<file path="config.mk">
export PLATFORM = sky130hd
export DESIGN_NAME = regfile_write_arbiter
export DESIGN_NICKNAME = d
export VERILOG_FILES = /design/src/rtl/regfile_write_arbiter.sv
export SDC_FILE = /design/constraint.sdc
export NUM_CORES = 1
export LEC_CHECK = 0
export ABC_AREA = 1
export BUFFER_PORTS_ARGS = -buffer_cell sky130_fd_sc_hd__buf_4
export CAP_MARGIN = 20
export CORE_MARGIN = 3
export CORE_UTILIZATION = 52
export CTS_CLUSTER_SIZE = 24
export DETAILED_ROUTE_END_ITERATION = 8
export PLACE_DENSITY = 0.78
export REMOVE_ABC_BUFFERS = 1
export SLEW_MARGIN = 20
export SYNTH_ARGS = -nofsm -noshare
export SYNTH_HDL_FRONTEND = slang
export SYNTH_SLANG_ARGS = --single-unit
export TNS_END_PERCENT = 10
</file>
<file path="constraint.sdc">
create_clock -name clk -period 4.1 [get_ports clk]
set_input_delay 0.82 -clock clk [delete_from_list [all_inputs] [get_ports clk]]
set_output_delay 0.82 -clock clk [all_outputs]
set_load 0.01 [all_outputs]
</file>
<file path="src/rtl/regfile_write_arbiter.sv">
// -----------------------------------------------------------------------------
// regfile_write_arbiter
//
// Sole driver of the register file write port. Merges two result sources:
//   - the in-order pipeline writeback stage (priority source), and
//   - a long-latency auxiliary unit, buffered through a DEPTH-entry FIFO.
// A pending-destination mask is published for the hazard unit. A starvation
// counter forces one FIFO pop (wb_stall) when the FIFO head has been blocked
// by pipeline writes for STARVE_LIMIT consecutive cycles.
//
// Ports:
//   clk, rst                 core clock, synchronous active-high reset
//   wb_valid/wb_rd/wb_data   pipeline writeback request
//   aux_valid/aux_rd/aux_data, aux_ready   auxiliary result handshake
//   wb_stall                 pipeline must hold its writeback this cycle
//   regwrite/writereg/writedata   registered register file write port
//   pend_mask                bit r set while any FIFO entry targets x_r
//   fifo_count               occupied FIFO entries
//   err_waw                  sticky: pipeline wrote a register pending in FIFO
// -----------------------------------------------------------------------------

// Structural invariants of the arbiter outputs, kept apart from the design logic.
module regfile_write_arbiter_checker #(
  parameter int DEPTH = 4
) (
  input logic                      clk,
  input logic                      rst,
  input logic                      regwrite,
  input logic [4:0]                writereg,
  input logic                      wb_stall,
  input logic                      aux_ready,
  input logic [$clog2(DEPTH):0]    fifo_count
);
  localparam int CW = $clog2(DEPTH) + 1;
  localparam logic [CW-1:0] FULL_COUNT = CW'(DEPTH);
  localparam logic [CW-1:0] ZERO_COUNT = {CW{1'b0}};

  a_no_x0_write: assert property (@(posedge clk) disable iff (rst)
    regwrite |-> (writereg != 5'd0));
  a_count_bound: assert property (@(posedge clk) disable iff (rst)
    fifo_count <= FULL_COUNT);
  a_stall_nonempty: assert property (@(posedge clk) disable iff (rst)
    wb_stall |-> (fifo_count != ZERO_COUNT));
  a_stall_single: assert property (@(posedge clk) disable iff (rst)
    wb_stall |=> !wb_stall);
  a_ready_matches_count: assert property (@(posedge clk) disable iff (rst)
    aux_ready == (fifo_count != FULL_COUNT));
endmodule

module regfile_write_arbiter #(
  parameter int DEPTH        = 4,
  parameter int STARVE_LIMIT = 8
) (
  input  logic                     clk,
  input  logic                     rst,
  input  logic                     wb_valid,
  input  logic [4:0]               wb_rd,
  input  logic [31:0]              wb_data,
  input  logic                     aux_valid,
  output logic                     aux_ready,
  input  logic [4:0]               aux_rd,
  input  logic [31:0]              aux_data,
  output logic                     wb_stall,
  output logic                     regwrite,
  output logic [4:0]               writereg,
  output logic [31:0]              writedata,
  output logic [31:0]              pend_mask,
  output logic [$clog2(DEPTH):0]   fifo_count,
  output logic                     err_waw
);
  localparam int AW = $clog2(DEPTH);
  localparam int CW = AW + 1;
  localparam int SW = $clog2(STARVE_LIMIT + 1);

  localparam logic [AW-1:0] PTR_ONE    = AW'(1);
  localparam logic [CW-1:0] CNT_ONE    = CW'(1);
  localparam logic [CW-1:0] FULL_COUNT = CW'(DEPTH);
  localparam logic [SW-1:0] STARVE_ONE = SW'(1);
  localparam logic [SW-1:0] STARVE_MAX = SW'(STARVE_LIMIT);

  // Source chosen for the write port this cycle.
  typedef enum logic [1:0] {
    SRC_NONE = 2'd0,
    SRC_WB   = 2'd1,
    SRC_AUX  = 2'd2
  } src_e;

  // One-hot decode of a destination register number.
  function automatic logic [31:0] rd_decode(input logic [4:0] rd);
    rd_decode = 32'h0000_0001 << rd;
  endfunction

  // FIFO storage and pointers
  logic [4:0]    rd_mem_r   [DEPTH];
  logic [31:0]   data_mem_r [DEPTH];
  logic [AW-1:0] rd_ptr_r;
  logic [AW-1:0] wr_ptr_r;
  logic [CW-1:0] count_r;
  logic [SW-1:0] starve_r;

  // Registered write port and sticky error
  logic          regwrite_r;
  logic [4:0]    writereg_r;
  logic [31:0]   writedata_r;
  logic          err_waw_r;

  // Combinational control
  logic          empty_s;
  logic          full_s;
  logic          stall_s;
  logic          wb_req_s;
  logic          push_store_s;
  logic          pop_s;
  logic          sel_wb_s;
  logic [31:0]   pend_mask_s;
  src_e          src_s;

  assign empty_s  = (count_r == {CW{1'b0}});
  assign full_s   = (count_r == FULL_COUNT);
  assign stall_s  = (starve_r == STARVE_MAX) && !empty_s;
  // A pipeline write to x0 is not a real request.
  assign wb_req_s = wb_valid && (wb_rd != 5'd0);
  // Full FIFO refuses even when a pop happens this cycle; x0 results are
  // acknowledged but dropped.
  assign push_store_s = aux_valid && !full_s && (aux_rd != 5'd0);

  // Priority selection: forced pop, then pipeline, then FIFO head.
  always_comb begin
    src_s = SRC_NONE;
    if (stall_s) begin
      src_s = SRC_AUX;
    end else if (wb_req_s) begin
      src_s = SRC_WB;
    end else if (!empty_s) begin
      src_s = SRC_AUX;
    end else begin
      src_s = SRC_NONE;
    end
  end

  assign pop_s    = (src_s == SRC_AUX);
  assign sel_wb_s = (src_s == SRC_WB);

  // Pending-destination mask: OR of decodes of the occupied FIFO slots.
  always_comb begin
    pend_mask_s = 32'h0000_0000;
    for (int i = 0; i < DEPTH; i++) begin
      // Slot i is occupied when its distance from the read pointer is below count.
      if ({1'b0, AW'(AW'(i) - rd_ptr_r)} < count_r) begin
        pend_mask_s = pend_mask_s | rd_decode(rd_mem_r[i]);
      end else begin
        pend_mask_s = pend_mask_s;
      end
    end
  end

  // FIFO storage, pointers and occupancy.
  always_ff @(posedge clk) begin
    if (rst) begin
      rd_ptr_r <= {AW{1'b0}};
      wr_ptr_r <= {AW{1'b0}};
      count_r  <= {CW{1'b0}};
      for (int i = 0; i < DEPTH; i++) begin
        rd_mem_r[i]   <= 5'd0;
        data_mem_r[i] <= 32'h0000_0000;
      end
    end else begin
      if (push_store_s) begin
        rd_mem_r[wr_ptr_r]   <= aux_rd;
        data_mem_r[wr_ptr_r] <= aux_data;
        wr_ptr_r             <= wr_ptr_r + PTR_ONE;
      end
      if (pop_s) begin
        rd_ptr_r <= rd_ptr_r + PTR_ONE;
      end
      case ({push_store_s, pop_s})
        2'b10:   count_r <= count_r + CNT_ONE;
        2'b01:   count_r <= count_r - CNT_ONE;
        default: count_r <= count_r;
      endcase
    end
  end

  // Starvation counter: counts pipeline wins over a waiting FIFO head.
  always_ff @(posedge clk) begin
    if (rst) begin
      starve_r <= {SW{1'b0}};
    end else if (pop_s || empty_s) begin
      starve_r <= {SW{1'b0}};
    end else if (sel_wb_s && (starve_r != STARVE_MAX)) begin
      starve_r <= starve_r + STARVE_ONE;
    end else begin
      starve_r <= starve_r;
    end
  end

  // Registered write port; address/data hold when nothing is written.
  always_ff @(posedge clk) begin
    if (rst) begin
      regwrite_r  <= 1'b0;
      writereg_r  <= 5'd0;
      writedata_r <= 32'h0000_0000;
    end else begin
      case (src_s)
        SRC_WB: begin
          regwrite_r  <= 1'b1;
          writereg_r  <= wb_rd;
          writedata_r <= wb_data;
        end
        SRC_AUX: begin
          regwrite_r  <= 1'b1;
          writereg_r  <= rd_mem_r[rd_ptr_r];
          writedata_r <= data_mem_r[rd_ptr_r];
        end
        default: begin
          regwrite_r  <= 1'b0;
          writereg_r  <= writereg_r;
          writedata_r <= writedata_r;
        end
      endcase
    end
  end

  // Sticky WAW flag: pipeline overtook a buffered write to the same register.
  always_ff @(posedge clk) begin
    if (rst) begin
      err_waw_r <= 1'b0;
    end else if (sel_wb_s && pend_mask_s[wb_rd]) begin
      err_waw_r <= 1'b1;
    end else begin
      err_waw_r <= err_waw_r;
    end
  end

  assign aux_ready  = !full_s;
  assign wb_stall   = stall_s;
  assign pend_mask  = pend_mask_s;
  assign fifo_count = count_r;
  assign regwrite   = regwrite_r;
  assign writereg   = writereg_r;
  assign writedata  = writedata_r;
  assign err_waw    = err_waw_r;

  regfile_write_arbiter_checker #(
    .DEPTH (DEPTH)
  ) u_checker (
    .clk        (clk),
    .rst        (rst),
    .regwrite   (regwrite_r),
    .writereg   (writereg_r),
    .wb_stall   (stall_s),
    .aux_ready  (aux_ready),
    .fifo_count (count_r)
  );
endmodule

</file>
[After elaboration in Yosys (flattened, before gate mapping)]
Memories as Yosys holds them, arrays and structs flattened. A register that Yosys moved wholly into a read port is not among the register bits.
Index checks and enable logic that the tools add are counted.
Cells by class
  add/subtract/negate cells: 9
  order comparisons: 5
  eq/ne operators: 7
  shift operators: 4
  multiplexer cells: 28
  bitwise logic cells: 3
  reduce and logical (&&, ||, !) cells: 18
Operators with widths (count)
  $mux 32: 5
  $shl 1x5->32 const A: 4
  $or 32x32->32: 3
  $pmux 32 s2: 1
  $reduce_or 32->1: 1
  $mux 2: 9
  $lt 2x3->1: 4
  $pmux 5 s2: 1
  $reduce_bool 5->1: 2
  $mux 1: 9
  $logic_and 1x1->1: 6
  $lt 5x6->1 const B: 1
  $pmux 3 s2: 1
  $bmux 1 s5: 1
  $mux 5: 1
  $reduce_or 5->1: 1
  $add 2x1->2 const B: 2
  $add 4x1->4 const B: 1
  $eq 2x1->1 const B: 2
  $eq 2x2->1 const B: 2
  $eq 4x4->1 const B: 1
  $ne 4x4->1 const B: 1
  $reduce_bool 2->1: 2
  $reduce_or 2->1: 2
  other kinds (8): 11
Storage, ports and cells
  flip-flop bits (word level): 50
  bits in writable memories: 148
  input bits: 78
  memories kept: 2
Memory list
  data_mem_r: words 4, width 32, read ports 1, clocked after memory_dff 1, write ports 4, line 95  | logic [31:0] data_mem_r [DEPTH];
  rd_mem_r: words 4, width 5, read ports 5, clocked after memory_dff 1, write ports 4, line 94  | logic [4:0] rd_mem_r [DEPTH];

[Longest topological paths before layout]
Gate-level depths: netlist (run 1).
  word-level depth: 12
  depth in mapped cells: 19
  gate-level depth less buffers: 18

[Least setup slack after synthesis (run 1)]
No wires, ideal clock.
  path kind: in2reg
  from: input aux_rd[0]
  to: memory data_mem_r[3][0] (enable)
  setup time: 0.487 ns
  data arrival time: 3.916 ns
  data required time: 3.613 ns
  setup slack: -0.303 ns
  cell stages on the path: 4
  path buffers: 0
  cells stage by stage: inv_1 nand3_1 nand3_1 o31ai_1
RTL lines
  from (decl): line 61  | input logic [4:0] aux_rd,
  to (decl): line 95

[Worst setup path after layout (run 1)]
  from: register count_r[1] (netlist: fifo_count[1])
  to: output pend_mask[1]
On the way
  word-level cells in the longest chain between the ends: 8
  elaborated cells on any way between the ends: 11
RTL lines
  from (decl): line 98  | logic [CW-1:0] count_r;
  from (signal assigned): line 162  | count_r <= {CW{1'b0}};
  from (signal assigned): line 177  | 2'b10: count_r <= count_r + CNT_ONE;
  from (signal assigned): line 178  | 2'b01: count_r <= count_r - CNT_ONE;
  $lt 2x3->1: line 149  | if ({1'b0, AW'(AW'(i) - rd_ptr_r)} < count_r) begin
  $mux 32: line 149
  $or 32x32->32: line 150  | pend_mask_s = pend_mask_s | rd_decode(rd_mem_r[i]);
  $mux 32: line 149
  $or 32x32->32: line 150
  $mux 32: line 149
  $or 32x32->32: line 150
  $mux 32 (*): line 149
  to (decl): line 67  | output logic [31:0] pend_mask,
Every way passes the cells marked *; elsewhere a longest branch is shown, timed or not.

==> summary.md, run 1 <==
| Metric | Value |
|---|---|
| Die H | 151 um |
| CP startpoint kind | register |
| Number of fill cells | 1749 |
| Crit-path max cell delay | 450 ps |
| Setup TNS | 0 ps |
| WP depth | 10 |
| VDD IR max | a little over 0.0003 V |
| Post-Synth Adder-Cell Area | 0.0122 |
| M1 wire length | 12.3 mm |
| Distinct cells, synth | 34 |
| Die Wd | 151 um |
| # setup viols final | 0 |
| Post-DP Area | 12200 um2 |
| Top cell type's share of synthesized area | 0.409 |
| Worst hold-check path type | register to register |
| Worst Tran Pin Value | 1010 ps |
| GRT Util Overall | 0.283 |
| Int Pwr | 3580 uW |
| Area fraction in compound gates after synthesis | 0.0961 |
| DP HPWL | 20.8 mm |
| Wire per inst | roughly 19 um |
| DIE AREA | ~23000 um2 |
| Clock share of power | 0.302 |
| Cells after Synth | roughly 1.3k |
| Clock edge transition at the registers on the reported setup and hold paths | around 80 ps |
| Grt ovf | 0 |
| MaxCap Viol Count | 0 |
| Post-synthesis mux area share | 0.0295 |
| Sw Ratio | 0.329 |
| Worst hold path depth | 2 |
| RSZ-0062 raised after global routing | false |
| Area leader, netlist | edfxtp_1 |
| Largest net degree at the start of global routing | 75 |
| Crit path DAT | 2600 ps |
| First-pass GRT wire length | 50.1 mm |
| Largest family of logic cells by synthesized area | simple AND/OR/NAND/NOR gates |
| Layout cells sized above 1 | 0.169 |
| Xor/xnor cell area share of the yosys netlist | 0.00161 |
| Power Dens Cells | between 400 and 500 nW/um2 |
| Clock buffers created by TritonCTS | 17 |
| WL final | between 30 and 40 mm |
| Slew HR | 0.329 |
| Largest delay contributor family on the critical path | simple AND/OR/NAND/NOR gates |
| Design Area, Final | 12700 um2 |
| # hold bufs at CTS | 0 |
| Fin. Hold Viols | 0 |
| Slowest CP cell | nand2_2 |
| Crit Path Class | register to output pin |
| RD Place Congestion | around 1.0 |
| Max Clock Freq | about 290 MHz |
| FP Rows | 52 |
| Initial Util | 0.534 |
| Final worst path period share | 0.833 |
| Worst Path Buf+Inv | 3 |
| Top Metal Used | met4 |
| Required time worst endpoint | 3280 ps |
| CTS sink count | 200 |
| Register share of total power | 0.469 |
| Most frequent cells in the layout | nor2_1 (391), buf_4 (170), edfxtp_1 (148) |
| Core box area | just over 20000 um2 |
| Longest Clk Path Bufs | 2 |
| Via-to-Cell Ratio | 5.77 |
| CTS-repair resized insts | 0 |
| P_sw | about 1800 uW |
| CTS tree | yes |
| Final ANT Viol Nets | 0 |
| Final max-slew violation count | 0 |
| Tmin final | roughly 3400 ps |
| Sequential fraction of the synthesis area | 0.504 |
| Fin Clk Skew | roughly 12 ps |
| Commonest non-fill, non-tap cell in the layout | nor2_1 |
| Number of global-route vias before repair | 9579 |
| Pre-antenna DRT Iters | 6 |
| Status | finished clean |
| DP Cell Count | 1673 |
| P_leak | slightly above 0.005 uW |
| Drt drc | 0 |
| Fin nets | between 1.5k and 2k |
| Crit-path max FO | 32 |
| Ports | approximately 150 |
| Setup crit end kind | output pin |
| Warnings, synthesis | 0 |
| Met2 routed WL | 15.3 mm |
| Combinational power share | 0.229 |
| Clock Latency Late Sink | 440 ps |
| Buffers on Ports | ~150 |
| #FFs+latches synth | 200 |
| Non-Filler Instances | approximately 1.7k |
| Cell area after synthesis | 10900 um2 |
| Area grow syn2layout | 17.2% |
| Crit-path cells | inv_1, ha_1, inv_1, nor2_1, nand2_1, nand2_2, nor2_1, a21oi_1, nand2_1, buf_4 |
| Ant diodes | 0 |
| Ranking of synthesized cells by area | edfxtp_1 (41%), nor2_1 (13%), dfxtp_1 (9.6%), nand3_1 (4.7%), o21ai_0 (4.4%) |
| Number of setup buffers added after CTS | 0 |
| H-tree levels | 4 |
| Initial antenna violation count | 0 |
| Initial drt markers | 952 |
| Via Count | between 9k and 10k |
| Length of routed met3 wiring | 3.09 mm |
| Root Buffer Master | clkbuf_16 |
| Average cell area after synthesis | 8.26 um2 |
| Synth Area in Simple Gates | 0.273 |
| Path depth of the worst reg2reg path | 17 |
-- cells in the mapped netlist --
master and instances:
nor2_1 391, edfxtp_1 148, inv_1 120, nand2_1 110, nand3_1 102, o21ai_0 96
clkbuf_1 52, dfxtp_1 52, nand4_1 52, mux2i_1 32, o221ai_1 32, buf_2 19
a21oi_1 18, o211ai_1 13, nand2_2 10, ha_1 9, buf_6 7, clkinv_1 7
nor2_2 7, a211oi_1 6, buf_1 5, nand3_4 5, inv_2 4, nor3_1 4
buf_4 3, a32o_1 2, nand2_4 2, nand3_2 2, xor2_1 2, a21oi_2 1
fa_1 1, o21a_1 1, o21bai_1 1, o31ai_1 1
-- cell families after synthesis --
logic type / count (synthesis)
adders and majority gates: 10
buffers and inverters: 217
DFF: 200
and+or+nand+nor: 685
xor gates and xnor gates: 2
AOI/OAI and AO/OA: 171
muxes: 32
-- routing by layer --
layer | up-vias | global-route usage
met5 | - | 0
met4 | 0 | 0.111
met3 | 70 | 0.0530
met2 | 537 | 0.475
met1 | 4573 | 0.365
li1 | 4645 | -
-- registers in the layout, indices dropped and copies added (netlist names), named ones only --
signal      count
data_mem_r    128
writedata      32
rd_mem_r       20
writereg        5
starve_r        4
fifo_count      3
rd_ptr_r        2
wr_ptr_r        2
err_waw         1
regwrite        1
-- metrics by stage --
step	util	hold slack [ps]	power [uW]	setup WS, ps
2_1_floorplan	-	471	3200	-303
3_3_place_gp	0.598	451	3720	811
3_5_place_dp	0.598	468	3750	729
4_1_cts	0.626	480	5350	685
5_1_grt	0.626	496	5570	503
6_report	0.626	477	5340	685
-- cell type report --
class	instances	area, um2	area share
Timing Repair Buffer	172	1320	0.103
Inverter	131	492	0.0386
Clock inverter	14	156	0.0123
Multi-Input combinational cell	900	4530	0.355
Clock buffer	17	425	0.0334
Sequential cell	200	5490	0.431
Tap cell	270	338	0.0265
-- worst paths after layout --
| check | startpoint | to | slack, ps |
|---|---|---|---|
| min reg2reg | writedata[5] | writedata[5] | 480 |
| max | fifo_count[1] | pend_mask[1] | 680 |
| min | writedata[5] | writedata[5] | 480 |
| max reg2reg | fifo_count[1] | err_waw | 1390 |
-- power groups by stage --
stage	registers, uW	clock network [uW]	logic, uW
after floorplan	2570	0	635
after global placement	2540	0	1180
after detailed placement	2540	0	1210
after CTS	2500	1630	1210
after global routing	2520	1720	1330
final	2500	1610	1220
-- worst min-delay path: cells and delay by family, from the launching register on --
family	cells	cell delay (ps)
and+or+nand+nor	2	120
DFF	1	310
No activity file was read; power rests on OpenSTA's default activity.
==> inputs of run 2 (changes only) <==
Settings changed: ABC_AREA 1 to 0, CORE_UTILIZATION 52 to 58, PLACE_DENSITY 0.78 to 0.83.
Clock period 4.1 ns to 3.5 ns, I/O delays scaled along.
==> run 2 against run 1 <==
  * Routed wire length up 0.40%
  * Clock power up 31%
  * Non-clock buffer count up 24
  * Largest power group unchanged
==> summary.md, run 2 <==
| Metric | Value |
|---|---|
| Post-DP Area | 12000 um2 (-1.3%) |
| CP startpoint kind | register |
| Clock Latency Late Sink | 450 ps (about the same) |
| Via-to-Cell Ratio | 6.30 (+9.2%) |
| Slowest CP cell | nor4_2 |
| Sequential fraction of the synthesis area | 0.526 (+0.0217) |
| WL final | 31.7 mm (+0.40%) |
| Core box area | 17500 um2 (-14%) |
| Required time worst endpoint | 2800 ps (-480 ps) |
| Layout Utilization | 0.726 (+0.100) |
| Most common cell in the synthesized netlist | nor2_1 |
| Fin nets | 1220 (-19%) |
| GRT Util Overall | 0.321 (+0.0384) |
| Pre-CTS setup slack | 99.7 ps (-630 ps) |
| Commonest non-fill, non-tap cell in the layout | nor2_1 |
| Crit-path max FO | 6 (-81%) |
| Length of routed met3 wiring | 3.30 mm (+6.8%) |
| Setup crit end kind | output pin |
| CTS tree | yes |
| Distinct cells, synth | 61 (+79%) |
| Wire per inst | 23.1 um (+25%) |
| Number of global-route vias before repair | 8567 (-11%) |
| Ranking of synthesized cells by area | edfxtp_1 (43%), dfxtp_1 (10%), mux4_2 (8.2%), nor2_1 (7.1%), mux2i_1 (3.6%) |
| Buffers on Ports | 153 (unchanged) |
| Crit Reg-Reg Startpoint | rd_ptr_r[0] |
| Power Dens Cells | 561 nW/um2 (+34%) |
| Crit path DAT | 2720 ps (+120 ps) |
| Grt ovf | 0 (unchanged) |
| Multi-input logic area | 4510 um2 (-0.41%) |
| # setup viols final | 0 (unchanged) |
| M1 wire length | 11.8 mm (-3.4%) |
| Worst hold path depth | 2 (unchanged) |
| Via Count | 8625 (-12%) |
| First-pass GRT wire length | 48.6 mm (-3.0%) |
| Number of fill cells | 1196 (-32%) |
| Top Metal Used | met4 |
| Met2 routed WL | 15.4 mm (+0.59%) |
| FP Rows | 48 (-7.7%) |
| Max Clock Freq | 293 MHz |
| Reg-to-reg slack, setup | 250 ps (-1140 ps) |
| DIE AREA | 19600 um2 (-13%) |
| H-tree levels | 4 (unchanged) |
| Worst Tran Pin Value | 1140 ps (+131 ps) |
| Final worst path period share | 0.976 |
| Pre-antenna DRT Iters | 6 (unchanged) |
| Post-synth EDFFs | 148 (unchanged) |
| Cells after Synth | 982 (-25%) |
| Top cell type's share of synthesized area | 0.426 (+0.0176) |
| Clock edge transition at the registers on the reported setup and hold paths | 80 ps (about the same) |
| RSZ-0062 raised after global routing | false |
| Register Area | 5490 um2 (unchanged) |
| Worst Path Buf+Inv | 2 (-1) |
| Initial antenna violation count | 0 (unchanged) |
| Fin Clk Skew | 23.3 ps (+10.9 ps) |
| Post-synth top cells | nor2_1 (196), edfxtp_1 (148), nand2_1 (79) |
| Initial drt markers | 965 (+1.4%) |
| Worst Setup SP | rd_ptr_r[1] |
| Most frequent cells in the layout | nor2_1 (195), buf_4 (190), edfxtp_1 (148) |
| Hold Crit Start | writedata[2] |
| Cell area after synthesis | 10400 um2 (-4.1%) |
| Longest Clk Path Bufs | 2 (unchanged) |
| Ant diodes | 0 (unchanged) |
| Synth async-reset ratio | 0 (unchanged) |
| Die Wd | 140 um (-7.0%) |
| Die H | 140 um (-7.0%) |
| Fin. Hold Viols | 0 (unchanged) |
| Design Area, Final | 12700 um2 (-0.46%) |
| Max reg flops | 128 (unchanged) |
| DP Cell Count | 1337 (-20%) |
| Final setup margin | 84.4 ps (-600 ps) |
| Ys flop type | edfxtp_1 |
| Clock buffers created by TritonCTS | 17 (unchanged) |
| Crit-path max cell delay | 830 ps (+380 ps) |
| MaxCap Viol Count | 0 (unchanged) |
| Largest delay contributor family on the critical path | simple AND/OR/NAND/NOR gates |
| Layout cells sized above 1 | 0.257 (+0.0873) |
| Largest net degree at the start of global routing | 69 (-8.0%) |
| RD Place Congestion | 1.05 (+4.8%) |
| Warnings, synthesis | 0 (unchanged) |
| Path depth of the worst reg2reg path | 11 (-6) |
| Crit-path cells | inv_1, ha_1, a211oi_2, nor4_2, a21oi_1, o211ai_1, buf_4 |
| Non-Filler Instances | 1370 (-20%) |
| Most flops, register | data_mem_r |
| Area leader, netlist | edfxtp_1 |
| WHS Endpoint | writedata[2] |
| Worst flop-to-flop path endpoint | err_waw |
| DP HPWL | 21.2 mm (+2.2%) |
| Initial Util | 0.597 (+0.0626) |
| Tmin final | 3420 ps |
| P_leak | 0.00512 uW (+0.60%) |
| Ports | 154 (unchanged) |
| Root Buffer Master | clkbuf_16 |
| Slew HR | 0.240 (-0.0892) |
| CTS sink count | 200 (unchanged) |
| Average cell area after synthesis | 10.6 um2 (+29%) |
| Crit Path Class | register to output pin |
| Worst hold-check path type | register to register |
| Drt drc | 0 (unchanged) |
| Status | finished clean |
| #FFs+latches synth | 200 (unchanged) |
| Final max-slew violation count | 0 (unchanged) |
| Area grow syn2layout | 21.7% |
| VDD IR max | 0.000387 V (+26%) |
| Final ANT Viol Nets | 0 (unchanged) |
[run 2: cell types whose count changed after synthesis, sizes merged, moves of 23 or more]
cell    before  now
a21oi       19   42
and2         0   44
inv        124   59
mux4         0   38
nand2      122   79
nand3      109   15
nand4       52    5
nor2       398  196
o21ai       96    6
o221ai      32    2
o22ai        0   23
[run 2: cell type report]
class | count | share of cell area
inverters | 60 | 0.0177
well taps | 225 | 0.0222
clock inverters | 15 | 0.0172
flip-flops and latches | 200 | 0.433
repair buffers | 196 | 0.121
clock buffers | 17 | 0.0335
multi-input cells | 657 | 0.356
[run 2: logic make-up (layout without fill, tap and decap cells)]
family          after synthesis  count (layout)  share of synthesized area
simple gates                412             412                      0.180
mux                          76              76                      0.119
buf+inv                     125             288                     0.0479
xor+xnor                     10              10                    0.00840
compound gates              149             149                      0.107
flops                       200             200                      0.526
fa+ha+maj                    10              10                     0.0127
[run 2: worst min-delay path, delay by kind of cell, from the launching register on]
| kind | cells | cell delay [ps] |
|---|---|---|
| AOI/OAI and AO/OA | 1 | 60 |
| and+or+nand+nor | 1 | 70 |
| DFF | 1 | 330 |
[run 2: how the worst max path moves through the flow]
stage	to	cells after the start	slack, ps
floorplan	data_mem_r[1][0]	2	-730
global placement	fifo_count[2]	12	180
detailed placement	fifo_count[2]	12	100
CTS	pend_mask[18]	11	30
global route	pend_mask[15]	10	30
finish	pend_mask[30]	7	80
[run 2: through the flow]
step / total power, uW / setup TNS (ps) / hold slack [ps]
3_5_place_dp: 4980 / 0 / 476
6_report: 7110 / 0 / 496
4_1_cts: 7100 / 0 / 495
5_1_grt: 7390 / 0 / 521
3_3_place_gp: 4950 / 0 / 469
2_1_floorplan: 4120 / -69230 / 480
[run 2: metal layers]
| metal | track usage | up-vias |
|---|---|---|
| li1 | - | 3816 |
| met1 | 0.413 | 4134 |
| met2 | 0.526 | 576 |
| met3 | 0.0799 | 99 |
| met4 | 0.135 | 0 |
| met5 | 0 | - |
[run 2: repair_timing]
action | CTS | global route
setup endpoints to repair | 7 | 9
pin swaps | 0 | 1
buffers inserted | 0 | 1
gates resized for setup | 1 | 6
hold buffers | 0 | 0
[run 2: report_power, final]
group | switching [uW] | total, uW | internal [uW]
clock network | 1100 | 2110 | 1020
logic | 1180 | 2020 | 838
registers | 169 | 2980 | 2820
==> inputs of run 3 (changes only) <==
Settings changed: CORE_UTILIZATION 58 to 55, PLACE_DENSITY 0.83 to 0.79.
==> run 3 against run 2 <==
  * Core utilization decreased by 3.4 points
  * Via count fell by 2.6%
  * Sequential power barely moved
  * Critical path type unchanged
  * Largest power group unchanged
==> summary.md, run 3 (same netlist as run 2, synthesis figures left out) <==
| Metric | Value |
|---|---|
| CTS tree | yes |
| Multi-input logic area | 4520 um2 (+0.19%) |
| Max Clock Freq | 295 MHz (+0.72%) |
| WL final | 30.7 mm (-3.1%) |
| Final worst path period share | 0.969 (-0.00699) |
| Most used cell, CP | buf_4 |
| Root Buffer Master | clkbuf_16 |
| DP HPWL | 21.2 mm (about the same) |
| CP startpoint kind | register |
| Buffers on Ports | 153 (unchanged) |
| Longest Clk Path Bufs | 2 (unchanged) |
| Core box area | 18300 um2 (+4.5%) |
| Slew HR | 0.294 (+0.0536) |
| Largest delay contributor family on the critical path | simple AND/OR/NAND/NOR gates |
| Area grow syn2layout | 21.2% |
| Commonest non-fill, non-tap cell in the layout | nor2_1 |
| Fin. Hold Viols | 0 (unchanged) |
| Clock Latency Late Sink | 450 ps (about the same) |
| Final max-slew violation count | 0 (unchanged) |
| Grt ovf | 0 (unchanged) |
| Setup crit end kind | output pin |
| Path depth of the worst reg2reg path | 11 (unchanged) |
| FP Rows | 49 (+2.1%) |
| Max reg flops | 128 (unchanged) |
| Fin Clk Skew | 17.7 ps (-5.65 ps) |
| Setup TNS | 0 ps (unchanged) |
| Fin nets | 1219 (-0.082%) |
| Crit-path max cell delay | 480 ps (-350 ps) |
| Worst Tran Pin Value | 1060 ps (-80.2 ps) |
| Wire per inst | 22.3 um (-3.3%) |
| Final ANT Viol Nets | 0 (unchanged) |
| Clock edge transition at the registers on the reported setup and hold paths | 80 ps (about the same) |
| Most flops, register | data_mem_r |
| Total power | 7050 uW (-0.97%) |
| WP depth | 9 (+2) |
| GRT Util Overall | 0.302 (-0.0193) |
| Layout cells sized above 1 | 0.256 (-0.000650) |
| First-pass GRT wire length | 47.1 mm (-3.1%) |
| Clock buffers created by TritonCTS | 17 (unchanged) |
| Largest net degree at the start of global routing | 47 (-32%) |
| Ports | 154 (unchanged) |
| Die H | 144 um (+2.6%) |
| Status | finished clean |
| Number of fill cells | 1337 (+12%) |
| Ant diodes | 0 (unchanged) |
| Post-DP Area | 11900 um2 (-0.55%) |
| Design Area, Final | 12600 um2 (-0.39%) |
| Via-to-Cell Ratio | 6.12 (-2.8%) |
| Most frequent cells in the layout | nor2_1 (195), buf_4 (193), edfxtp_1 (148) |
| Worst hold-check path type | register to register |
| Tmin final | 3390 ps (-24.5 ps) |
| Initial Util | 0.571 (-0.0259) |
| Initial drt markers | 782 (-19%) |
| Initial antenna violation count | 0 (unchanged) |
| # hold bufs at CTS | 0 (unchanged) |
| RD Place Congestion | 1.01 (-4.3%) |
| Layout Utilization | 0.692 (-0.0343) |
| Power Dens Cells | 557 nW/um2 (-0.58%) |
| Crit-path max FO | 5 (-1) |
| Die Wd | 144 um (+2.6%) |
| VDD IR max | 0.000429 V (+11%) |
| Crit Path Class | register to output pin |
| P_leak | 0.00509 uW (-0.57%) |
| Register Area | 5490 um2 (about the same) |
| CTS sink count | 200 (unchanged) |
| H-tree levels | 4 (unchanged) |
| Worst Path Buf+Inv | 3 (+1) |
| Crit-path cells | inv_1, ha_1, a211oi_2, or3_1, nor2_1, buf_4, nand2_1, o211ai_1, buf_4 |
| RSZ-0062 raised after global routing | true |
| DIE AREA | 20600 um2 (+5.2%) |
| Worst hold path depth | 2 (unchanged) |
| Number of global-route vias before repair | 8402 (-1.9%) |
| Via Count | 8401 (-2.6%) |
| Slowest CP cell | or3_1 |
| # setup viols final | 0 (unchanged) |
| MaxCap Viol Count | 0 (unchanged) |
| Pre-antenna DRT Iters | 5 (-1) |
| Crit path DAT | 2690 ps (-30 ps) |
| Drt drc | 0 (unchanged) |
| Required time worst endpoint | 2800 ps (about the same) |
-- run 3: worst register-to-register path, delay by kind of cell, from the launching register on --
| family | cells | cell delay, ps |
|---|---|---|
| AO/OA/AOI/OAI | 5 | 1290 |
| adder cells (fa/ha/maj) | 1 | 330 |
| buffers and inverters | 2 | 270 |
| flip-flops | 1 | 400 |
| multiplexers | 1 | 490 |
| AND/OR/NAND/NOR | 2 | 330 |
-- run 3: report_power, final --
part           switching [uW]  internal (uW)  leakage, uW
clock network            1090           1010     0.000304
logic                    1140            822      0.00282
registers                 174           2810      0.00197
-- run 3: worst paths after layout --
| check | end | slack, ps | startpoint |
|---|---|---|---|
| worst max-delay path | pend_mask[15] | 110 | rd_ptr_r[1] |
| worst min-delay path | writedata[11] | 490 | writedata[11] |
| worst max register to register | err_waw | 300 | rd_ptr_r[1] |
| worst min register to register | writedata[11] | 490 | writedata[11] |
-- run 3: final cells by class --
type	count	area share
Clock buffer	17	0.0337
Clock inverter	15	0.0168
Inverter	60	0.0178
Multi-Input combinational cell	657	0.358
Sequential cell	200	0.434
Tap cell	229	0.0227
Timing Repair Buffer	195	0.117
-- run 3: metrics by stage --
step | std cells | setup slack (ps) | hold WS [ps]
floorplan | 917 | -734 | 480
global placement | 1339 | 192 | 469
detailed placement | 1339 | 168 | 481
CTS | 1371 | -12.1 | 501
global route | 1373 | -15.0 | 519
finish | 1373 | 109 | 495
-- run 3: per-layer routing --
metal | vias up | GRT usage | wire length [um]
met5 | - | 0 | 0
met4 | 0 | 0.113 | 949
met3 | 65 | 0.0556 | 2450
met2 | 464 | 0.494 | 14800
met1 | 4049 | 0.406 | 12500
li1 | 3823 | - | -
-- run 3: what timing repair did --
| action | 4_1_cts | 5_1_grt |
|---|---|---|
| endpoints found under the setup margin | 8 | 8 |
| buffers inserted | 0 | 2 |
| gates resized for setup | 1 | 7 |
| pin swaps | 0 | 1 |
